## config.mk

```make
export PLATFORM = sky130hd
export DESIGN_NAME = deadlock_stall_monitor
export DESIGN_NICKNAME = d
export VERILOG_FILES = /design/src/rtl/deadlock_stall_monitor.sv
export SDC_FILE = /design/constraint.sdc
export NUM_CORES = 1
export LEC_CHECK = 0
export ABC_CLOCK_PERIOD_IN_PS = 1850
export BUFFER_PORTS_ARGS = -buffer_cell sky130_fd_sc_hd__buf_2
export CAP_MARGIN = 30
export CORE_UTILIZATION = 50
export DETAILED_ROUTE_END_ITERATION = 8
export PLACE_DENSITY_LB_ADDON = 0.08
export SLEW_MARGIN = 20
export SYNTH_ARGS = -nofsm -noshare
export SYNTH_HDL_FRONTEND = slang
export SYNTH_SLANG_ARGS = --single-unit
```

## constraint.sdc

```tcl
create_clock -name clock -period 1.85 [get_ports clock]
set_clock_uncertainty 0.05 [all_clocks]
set_input_delay 0.555 -clock clock [delete_from_list [all_inputs] [get_ports clock]]
set_output_delay 0.555 -clock clock [all_outputs]
set_load 0.1 [all_outputs]
```

## src/rtl/deadlock_stall_monitor.sv

```systemverilog
// ----------------------------------------------------------------------------
// deadlock_stall_monitor
//
// Purpose:
//   Cosim-side deadlock detector. Watches the per-process blocked flags and the
//   process wait-for matrix. A deadlock is declared once the same non-empty
//   blocked set has been held for STALL_THRESH consecutive cycles. After that
//   the block drives the detect vector for one cycle. It then runs a hop-by-hop
//   one-hot trace token that the report unit follows, using the report unit's
//   origin_in / token_clear handshake.
//
// Optional feature (macro DL_CLOSURE_CHECK_EN):
//   When defined, only closed wait-for sets count toward the threshold. Every
//   blocked process must wait on at least one process, and only on processes
//   that are themselves blocked. When undefined, any persistent non-empty
//   blocked set counts.
//
// Ports:
//   clock        in   1            rising-edge clock
//   reset        in   1            asynchronous, active-high reset
//   blk_vec      in   PROC_NUM     bit i: process i stalled on a channel
//   wait_mat     in   PROC_NUM^2   [i*PROC_NUM +: PROC_NUM]: processes i waits on
//   origin_in    in   PROC_NUM     one-hot trace start from the report unit
//   token_clear  in   1            report unit closed the current cycle
//   dl_in_vec    out  PROC_NUM     detect vector, then trace token (registered)
//   dl_active    out  1            high from detection until reset
//   stall_cnt    out  CNT_W        current stall counter (debug)
// ----------------------------------------------------------------------------
module deadlock_stall_monitor #(
    parameter int unsigned PROC_NUM     = 2,
    parameter int unsigned STALL_THRESH = 1024,
    parameter int unsigned CNT_W        = 16
) (
    input  logic                         clock,
    input  logic                         reset,
    input  logic [PROC_NUM-1:0]          blk_vec,
    input  logic [PROC_NUM*PROC_NUM-1:0] wait_mat,
    input  logic [PROC_NUM-1:0]          origin_in,
    input  logic                         token_clear,
    output logic [PROC_NUM-1:0]          dl_in_vec,
    output logic                         dl_active,
    output logic [CNT_W-1:0]             stall_cnt
);

    localparam int unsigned HOP_W = (PROC_NUM < 2) ? 1 : $clog2(PROC_NUM + 1);

    typedef enum logic [1:0] {
        S_IDLE,
        S_FLAG,
        S_WAIT_ORG,
        S_TRACE
    } state_t;

    state_t              state_q, state_d;
    logic [PROC_NUM-1:0] snap_q, snap_d;
    logic [CNT_W-1:0]    cnt_q, cnt_d;
    logic [PROC_NUM-1:0] dl_q, dl_d;
    logic                active_q, active_d;
    logic [PROC_NUM-1:0] token_q, token_d;
    logic [PROC_NUM-1:0] org_q, org_d;
    logic [PROC_NUM-1:0] visited_q, visited_d;
    logic [HOP_W-1:0]    hop_q, hop_d;

    logic                stall_ok;
    logic                flag_hit;
    logic [PROC_NUM-1:0] org_tgt;
    logic [PROC_NUM-1:0] tok_tgt;
    logic [PROC_NUM-1:0] tok_next;

    // Lowest set bit of the wait row belonging to the lowest set bit of v,
    // restricted to the frozen blocked set. Returns 0 for an empty row.
    function automatic logic [PROC_NUM-1:0] tgt(
        input logic [PROC_NUM-1:0]          v,
        input logic [PROC_NUM*PROC_NUM-1:0] wm,
        input logic [PROC_NUM-1:0]          msk
    );
        logic [PROC_NUM-1:0] row;
        logic [PROC_NUM-1:0] res;
        logic                found;
        row   = '0;
        res   = '0;
        found = 1'b0;
        for (int unsigned i = 0; i < PROC_NUM; i++) begin
            if (!found && v[i]) begin
                row   = wm[i*PROC_NUM +: PROC_NUM] & msk;
                found = 1'b1;
            end
        end
        found = 1'b0;
        for (int unsigned j = 0; j < PROC_NUM; j++) begin
            if (!found && row[j]) begin
                res[j] = 1'b1;
                found  = 1'b1;
            end
        end
        return res;
    endfunction

`ifdef DL_CLOSURE_CHECK_EN
    logic [PROC_NUM-1:0] chk_row;

    always_comb begin
        stall_ok = (blk_vec != '0);
        chk_row  = '0;
        for (int unsigned i = 0; i < PROC_NUM; i++) begin
            chk_row = wait_mat[i*PROC_NUM +: PROC_NUM];
            if (blk_vec[i] && ((chk_row == '0) || ((chk_row & ~blk_vec) != '0))) begin
                stall_ok = 1'b0;
            end
        end
    end
`else
    always_comb begin
        stall_ok = (blk_vec != '0);
    end
`endif

    assign flag_hit = stall_ok && (blk_vec == snap_q) && (cnt_q == CNT_W'(STALL_THRESH - 1));
    assign org_tgt  = tgt(origin_in, wait_mat, snap_q);
    assign tok_tgt  = tgt(token_q, wait_mat, snap_q);

    // Closure guarantee: hop limit, dead end, or revisiting a non-origin node
    // sends the token back to the origin so the report unit can close the cycle.
    always_comb begin
        if ((hop_q >= HOP_W'(PROC_NUM)) || (tok_tgt == '0) ||
            ((tok_tgt & visited_q & ~org_q) != '0)) begin
            tok_next = org_q;
        end else begin
            tok_next = tok_tgt;
        end
    end

    // State register
    always_ff @(posedge clock or posedge reset) begin
        if (reset) begin
            state_q <= S_IDLE;
        end else begin
            state_q <= state_d;
        end
    end

    // Next-state logic
    always_comb begin
        state_d = state_q;
        case (state_q)
            S_IDLE:     if (flag_hit) state_d = S_FLAG;
            S_FLAG:     state_d = S_WAIT_ORG;
            S_WAIT_ORG: if (!token_clear && (origin_in != '0)) state_d = S_TRACE;
            S_TRACE:    if (token_clear) state_d = S_WAIT_ORG;
            default:    state_d = S_IDLE;
        endcase
    end

    // Output / datapath next values
    always_comb begin
        snap_d    = snap_q;
        cnt_d     = cnt_q;
        dl_d      = '0;
        active_d  = active_q;
        token_d   = token_q;
        org_d     = org_q;
        visited_d = visited_q;
        hop_d     = hop_q;
        case (state_q)
            S_IDLE: begin
                snap_d = blk_vec;
                if (!stall_ok || (blk_vec != snap_q)) begin
                    cnt_d = '0;
                end else if (cnt_q != '1) begin
                    cnt_d = cnt_q + 1'b1;
                end
                if (flag_hit) begin
                    dl_d = snap_q;
                end
            end
            S_FLAG: begin
                active_d = 1'b1;
            end
            S_WAIT_ORG: begin
                if (!token_clear && (origin_in != '0)) begin
                    org_d     = origin_in;
                    token_d   = org_tgt;
                    visited_d = origin_in | org_tgt;
                    hop_d     = HOP_W'(1);
                    dl_d      = org_tgt;
                end
            end
            S_TRACE: begin
                if (token_clear) begin
                    token_d = '0;
                    hop_d   = '0;
                end else begin
                    token_d   = tok_next;
                    visited_d = visited_q | tok_next;
                    // Saturating so the token stays parked on the origin.
                    if (hop_q < HOP_W'(PROC_NUM)) begin
                        hop_d = hop_q + 1'b1;
                    end
                    dl_d = tok_next;
                end
            end
            default: ;
        endcase
    end

    // Datapath registers
    always_ff @(posedge clock or posedge reset) begin
        if (reset) begin
            snap_q    <= '0;
            cnt_q     <= '0;
            dl_q      <= '0;
            active_q  <= 1'b0;
            token_q   <= '0;
            org_q     <= '0;
            visited_q <= '0;
            hop_q     <= '0;
        end else begin
            snap_q    <= snap_d;
            cnt_q     <= cnt_d;
            dl_q      <= dl_d;
            active_q  <= active_d;
            token_q   <= token_d;
            org_q     <= org_d;
            visited_q <= visited_d;
            hop_q     <= hop_d;
        end
    end

    assign dl_in_vec = dl_q;
    assign dl_active = active_q;
    assign stall_cnt = cnt_q;

endmodule

```

==> results.md, run 1 <==
- Outcome: finished with violations
- Failing checks: setup timing
- CTS Buffer Depth: 2
- Worst slew pin tran: 0.550 ns
- Post-placement cell area: 0.00234 mm²
- #FFs+latches synth: 31
- Clock sinks: 31
- GPL Wtd Cong: 0.878
- Power Total: 0.00124 W
- Largest net degree at the start of global routing: 32
- DR pass1 iterations: 4
- Initial antenna violation count: 0
- Leakage Power: 1.10 nW
- Final #Nets: 272
- Critical Path AT: 2.07 ns
- Die width: 61.4 µm
- ANT cells: 0
- Synth cell types: 48
- GR Util All Layers: 0.299
- Unrepaired setup endpoints after global routing: yes
- Crit Path Class: reg -> reg
- Fill count: 264
- Post-layout minimum cycle time: 1.87 ns
- Number of synthesized flops with an enable pin: 0
- Avg Vias per Cell: 5.80
- Initial DRC Count: 212
- Worst hold path type: in -> async
- Async set or reset register ratio after synthesis: 1.00
- Pwr dens: 495 mW/mm²
- Delay-heaviest family, CP: simple AND/OR/NAND/NOR gates
- Grt met2 use: 0.547
- First-pass GRT wire length: 8060 µm
- Latest clock arrival within the worst-skew pair: 0.34 ns
- Fmax: 0.535 GHz
- Row Count: 21
- Total number of vias: 1775
- Final hold viol count: 0
- Max-Cap Viols: 0
- Final period util: 1.01
- Nature of the critical path startpoint: flop
- Register Area: 831 µm²
- Final worst-path setup slack: -0.0209 ns
- Required time of the critical path: 2.05 ns
- Layout Area Growth over Synthesis: 42.4%
- H-tree depth: 2
- CP Capture Type: flop
- Core Region: 0.00336 mm²
- ANT nets after route: 0
- Synth Cell Area: 0.00177 mm²
- Buf/Inv on CP: 1
- Clock tree from TritonCTS: yes
- CTS root buffer: clkbuf_4
- Most used routing layer: met2
- Most frequent cells in the layout: buf_4, nand2_1, nor2_1, dfrtp_1
- Seq/Total Area, Yosys: 0.439
- Critical Path Max Stage Delay: 0.59 ns
- Setup violators final: 3
- Final slew viol count: 0
- Final Core Density: 0.748
- Global routing usage on met1: 0.323
- Total wire length: 4990 µm
- DRC: 0
- Peak supply drop: 0.343 mV
- Mean area per synthesized cell: 9.15 µm²
- GR Layer Usage met3: 0.0861
- Commonest non-fill, non-tap cell in the layout: buf_4
- Hpwl dp: 3500 µm
- TritonCTS buffer count: 5
- Global route overflow: 0
- Multi-input gate area: 0.00102 mm²
- CP cell instances: nand4_1 > or4_4 > o21ai_4 > buf_6 > o21ai_2 > a21oi_2
- Ports: 30
- Die ar.: 0.00377 mm²
- Chip height: 61.4 µm
- Synthesis warning total: 0
- Clk pin slew, worst setup/hold paths: 0.11 ns
- IO buf count: 29
- Syn Inst Count: 193
- Hold buffers post-CTS: 0
- Most used flip-flop cell after synthesis: dfrtp_1
- Crit-path slowest cell: or4_4
- DR WL/cell: 16.3 µm
- Layout cells sized above 1: 0.404
- Synthesized Nets: 206
- Fin area: 0.00252 mm²
- Critical Path Fanout Max: 8
- Starting Density: 0.525
- Vias in the first global route: 1780
- Relative max-transition margin: 0.632
==> area by class of cell <==
class	count	area share
clock inverters	1	0.00199
repair buffers	61	0.209
inverters	7	0.0104
clock buffers	7	0.0219
flip-flops and latches	31	0.330
well taps	46	0.0229
multi-input cells	153	0.404
==> worst min-delay path: cells and delay by family <==
kind / cells / cell delay (ns)
buffers and inverters: 3 / 0.48
==> power by group <==
part	total, W	leakage (nW)	internal (W)	switching [W]
Combinational	0.000132	0.682	0.0000493	0.0000829
Clock	0.000425	0.0353	0.000184	0.000241
Sequential	0.000688	0.386	0.000683	0.00000514
Total	0.00124	1.10	0.000916	0.000329
==> cell usage after synthesis (all sizes together) (2+ instances only) <==
cell type	number	area share
or3	3	0.011
a21oi	9	0.025
ha	2	0.014
nor4	2	0.0071
dfrtp	31	0.44
a2111oi	2	0.021
or4	2	0.011
nand2	28	0.059
a211o	2	0.0099
nand4	5	0.018
xnor2	6	0.030
nand3b	3	0.013
o31ai	4	0.017
and2	5	0.018
a211oi	2	0.0085
inv	7	0.015
and3	3	0.011
nor2	19	0.042
nand2b	5	0.018
a311oi	2	0.0099
buf	2	0.013
o21ai	19	0.060
a32oi	2	0.0099
nand3	8	0.023
and3b	2	0.0099
==> cells by family after synthesis <==
logic type,count (synthesis),share of synthesized area
XOR/XNOR,6,0.0297
adder cells (fa/ha/maj),2,0.0142
AO/OA/AOI/OAI,53,0.216
AND/OR/NAND/NOR,91,0.267
multiplexers,1,0.00637
flip-flops,31,0.439
buffers and inverters,9,0.0276
==> timing repair <==
item / 4_1_cts / 5_1_grt
pin swaps: 3 / 5
gates resized for setup: 12 / 13
setup endpoints to repair: 14 / 23
setup buffers: 2 / 1
hold endpoints to repair: 0 / 0
==> metrics by stage <==
stage               hold WS, ns  setup TNS (ns)  worst slack, ns  cells
floorplan                 0.403           -1.14           -0.134    193
global placement          0.388          -0.642           -0.107    295
detailed placement        0.390           -1.73           -0.218    295
CTS                       0.241         -0.0817          -0.0408    305
global route              0.258          -0.725          -0.0758    306
finish                    0.223         -0.0406          -0.0209    306
==> final timing paths <==
kind | start | cells after the start | slack, ns | to
worst max-delay path | stall_cnt[6] | 6 | -0.02 | stall_cnt[4]
min in group clock | dl_active | 1 | 0.41 | dl_active
worst max register to register | stall_cnt[6] | 6 | -0.02 | stall_cnt[4]
worst min-delay path | reset | 3 | 0.22 | hop_q[1]
worst min register to register | dl_active | 1 | 0.41 | dl_active
max in group asynchronous | reset | 3 | 1.18 | stall_cnt[11]
==> state kept, by name, indices dropped and copies added (netlist names) <==
| name | cells |
|---|---|
| token_q | 2 |
| dl_active | 1 |
| visited_q | 2 |
| stall_cnt | 16 |
| hop_q | 2 |
| snap_q | 2 |
| dl_in_vec | 2 |
| state_q | 2 |
| org_q | 2 |
==> layer usage <==
metal  part of all wire  routed length, µm
met5                  0                  0
met3              0.052                260
met2               0.53               2640
met4              0.016                 82
met1               0.40               2010
(Power assumes the default switching activity.)
==> run 2, diff against run 1 <==
--- a/config.mk
+++ b/config.mk
@@ -6,7 +6,7 @@
 export NUM_CORES = 1
 export LEC_CHECK = 0
 export ABC_CLOCK_PERIOD_IN_PS = 1850
-export BUFFER_PORTS_ARGS = -buffer_cell sky130_fd_sc_hd__buf_2
+export BUFFER_PORTS_ARGS = -buffer_cell sky130_fd_sc_hd__buf_4
 export CAP_MARGIN = 30
 export CORE_UTILIZATION = 50
 export DETAILED_ROUTE_END_ITERATION = 8
==> constraint.sdc (replaced) <==
create_clock -name clock -period 1.85 [get_ports clock]
set_clock_uncertainty 0.05 [all_clocks]
set_input_delay 0.37 -clock clock [delete_from_list [all_inputs] [get_ports clock]]
set_output_delay 0.37 -clock clock [all_outputs]
set_load 0.1 [all_outputs]
==> results.md, run 2 (synthesis results as in run 1) <==
- Most used routing layer: met2
- Final worst-path setup slack: -0.00221 ns (+0.0186 ns)
- Peak supply drop: 0.429 mV (+25%)
- Leakage Power: 1.12 nW (+1.1%)
- Final period util: 1.00 (-0.0101)
- GPL Wtd Cong: 0.865 (-1.5%)
- Failing checks: setup timing
- DRC: 0 (unchanged)
- H-tree depth: 2 (unchanged)
- Critical Path AT: 2.04 ns (-0.03 ns)
- Final slew viol count: 0 (unchanged)
- Latest clock arrival within the worst-skew pair: 0.34 ns (about the same)
- Max FFs per register: 16 (unchanged)
- Most frequent cells in the layout: buf_4, nand2_1, nor2_1, dfrtp_1, dfrtp_4
- Outcome: finished with violations
- Final #Nets: 275 (+1.1%)
- Clock sinks: 31 (unchanged)
- Commonest non-fill, non-tap cell in the layout: buf_4
- Die width: 61.4 µm (unchanged)
- CP Capture Type: flop
- Clock tree from TritonCTS: yes
- R2R setup slack: -0.002 ns (+0.02 ns)
- GR Util All Layers: 0.275 (-0.0242)
- GR Layer Usage met3: 0.0588 (-0.0273)
- Crit Path Class: reg -> reg
- Required time of the critical path: 2.04 ns (about the same)
- Pre-CTS setup slack: -0.164 ns (+0.0544 ns)
- Post-placement cell area: 0.00231 mm² (-1.4%)
- Fin area: 0.00249 mm² (-1.0%)
- Starting Density: 0.525 (unchanged)
- Relative max-transition margin: 0.622 (-0.0103)
- Pwr dens: 493 mW/mm² (-0.40%)
- Unrepaired setup endpoints after global routing: yes
- Worst hold path type: in -> async
- Register-to-Register Path Depth: 7 (+1)
- R2r endpoint: stall_cnt[3]
- Initial DRC Count: 173 (-18%)
- Layout cells sized above 1: 0.411 (+0.00680)
- Clk pin slew, worst setup/hold paths: 0.11 ns (about the same)
- Vias in the first global route: 1591 (-11%)
- Setup violators final: 1 (-2)
- Grt met2 use: 0.477 (-0.0699)
- Post-layout minimum cycle time: 1.85 ns (-0.0186 ns)
- Avg Vias per Cell: 5.80 (about the same)
- DR pass1 iterations: 5 (+1)
- Hpwl dp: 3450 µm (-1.4%)
- Nature of the critical path startpoint: flop
- Chip height: 61.4 µm (unchanged)
- First-pass GRT wire length: 7420 µm (-8.0%)
- ANT cells: 0 (unchanged)
- Global routing usage on met1: 0.336 (+0.0123)
- Largest net degree at the start of global routing: 32 (unchanged)
- Critical Path Fanout Max: 6 (-2)
- IO buf count: 29 (unchanged)
- CP startpoint: stall_cnt[1]
- Final hold viol count: 0 (unchanged)
- Global route overflow: 0 (unchanged)
- CTS root buffer: clkbuf_4
- Fill count: 271 (+2.7%)
- Total number of vias: 1791 (+0.90%)
- CTS Buffer Depth: 2 (unchanged)
- Die ar.: 0.00377 mm² (unchanged)
- DR WL/cell: 15.9 µm (-2.3%)
- R2r startpoint: stall_cnt[1]
- Hold buffers post-CTS: 0 (unchanged)
- ANT nets after route: 0 (unchanged)
- End point of the critical path: stall_cnt[3]
- Core Region: 0.00336 mm² (unchanged)
- TritonCTS buffer count: 5 (unchanged)
- Ports: 30 (unchanged)
- Max-Cap Viols: 0 (unchanged)
- Total wire length: 4920 µm (-1.4%)
- Fmax: 0.540 GHz (+1.0%)
- Worst slew pin tran: 0.565 ns (+0.0154 ns)
- Layout Area Growth over Synthesis: 40.9%
- Initial antenna violation count: 0 (unchanged)
- Row Count: 21 (unchanged)
==> run 2: worst min-delay path by stage <==
| stage | startpoint | endpoint |
|---|---|---|
| 2_1_floorplan | org_q[1] | org_q[1] |
| 3_3_place_gp | dl_active | dl_active |
| 3_5_place_dp | dl_active | dl_active |
| 4_1_cts | reset | org_q[1] |
| 5_1_grt | reset | org_q[1] |
| 6_report | reset | visited_q[0] |
==> run 2: routing by layer <==
layer | wire [µm] | vias up
li1 | - | 851
met1 | 2060 | 874
met2 | 2580 | 55
met3 | 189 | 11
met4 | 85 | 0
met5 | 0 | -
==> run 2: cell type report <==
cell class              instances  area, µm²  share of cell area
clock buffers                   5       37.5              0.0151
well taps                      46       57.6              0.0231
inverters                       7       26.3              0.0106
flip-flops and latches         31        831               0.334
repair buffers                 63        477               0.191
clock inverters                 3       15.0             0.00603
multi-input cells             154       1050               0.420
==> run 2: critical path, cell delays in order, from the launching register on <==
cell and delay (ns):
dfrtp_4 0.45, ha_4 0.16, nand3_4 0.08, or4_4 0.47
o21ai_4 0.26, buf_6 0.14, o21ai_1 0.06, o31ai_1 0.07
==> run 2: what timing repair did <==
action	in CTS	in global routing
buffers inserted	0	5
cloned	0	1
pin swaps	1	6
endpoints found under the setup margin	8	18
resized for setup	4	14
==> run 2: metrics by stage <==
stage	power [W]	TNS, ns	hold WS [ns]	instances	utilization
floorplan	0.000771	-1.14	0.403	193	-
global placement	0.000822	-0.0446	0.396	295	0.687
detailed placement	0.000826	-0.569	0.400	295	0.687
CTS	0.00122	-0.0132	0.0582	303	0.708
global route	0.00128	-0.190	0.0855	309	0.740
finish	0.00123	-0.00221	0.0432	309	0.740
==> run 2: where the power goes <==
part           internal, W  leakage (nW)  switching [W]
sequential        0.000683         0.386     0.00000558
clock             0.000141        0.0347       0.000255
combinational    0.0000570         0.695      0.0000857
total             0.000881          1.12       0.000346
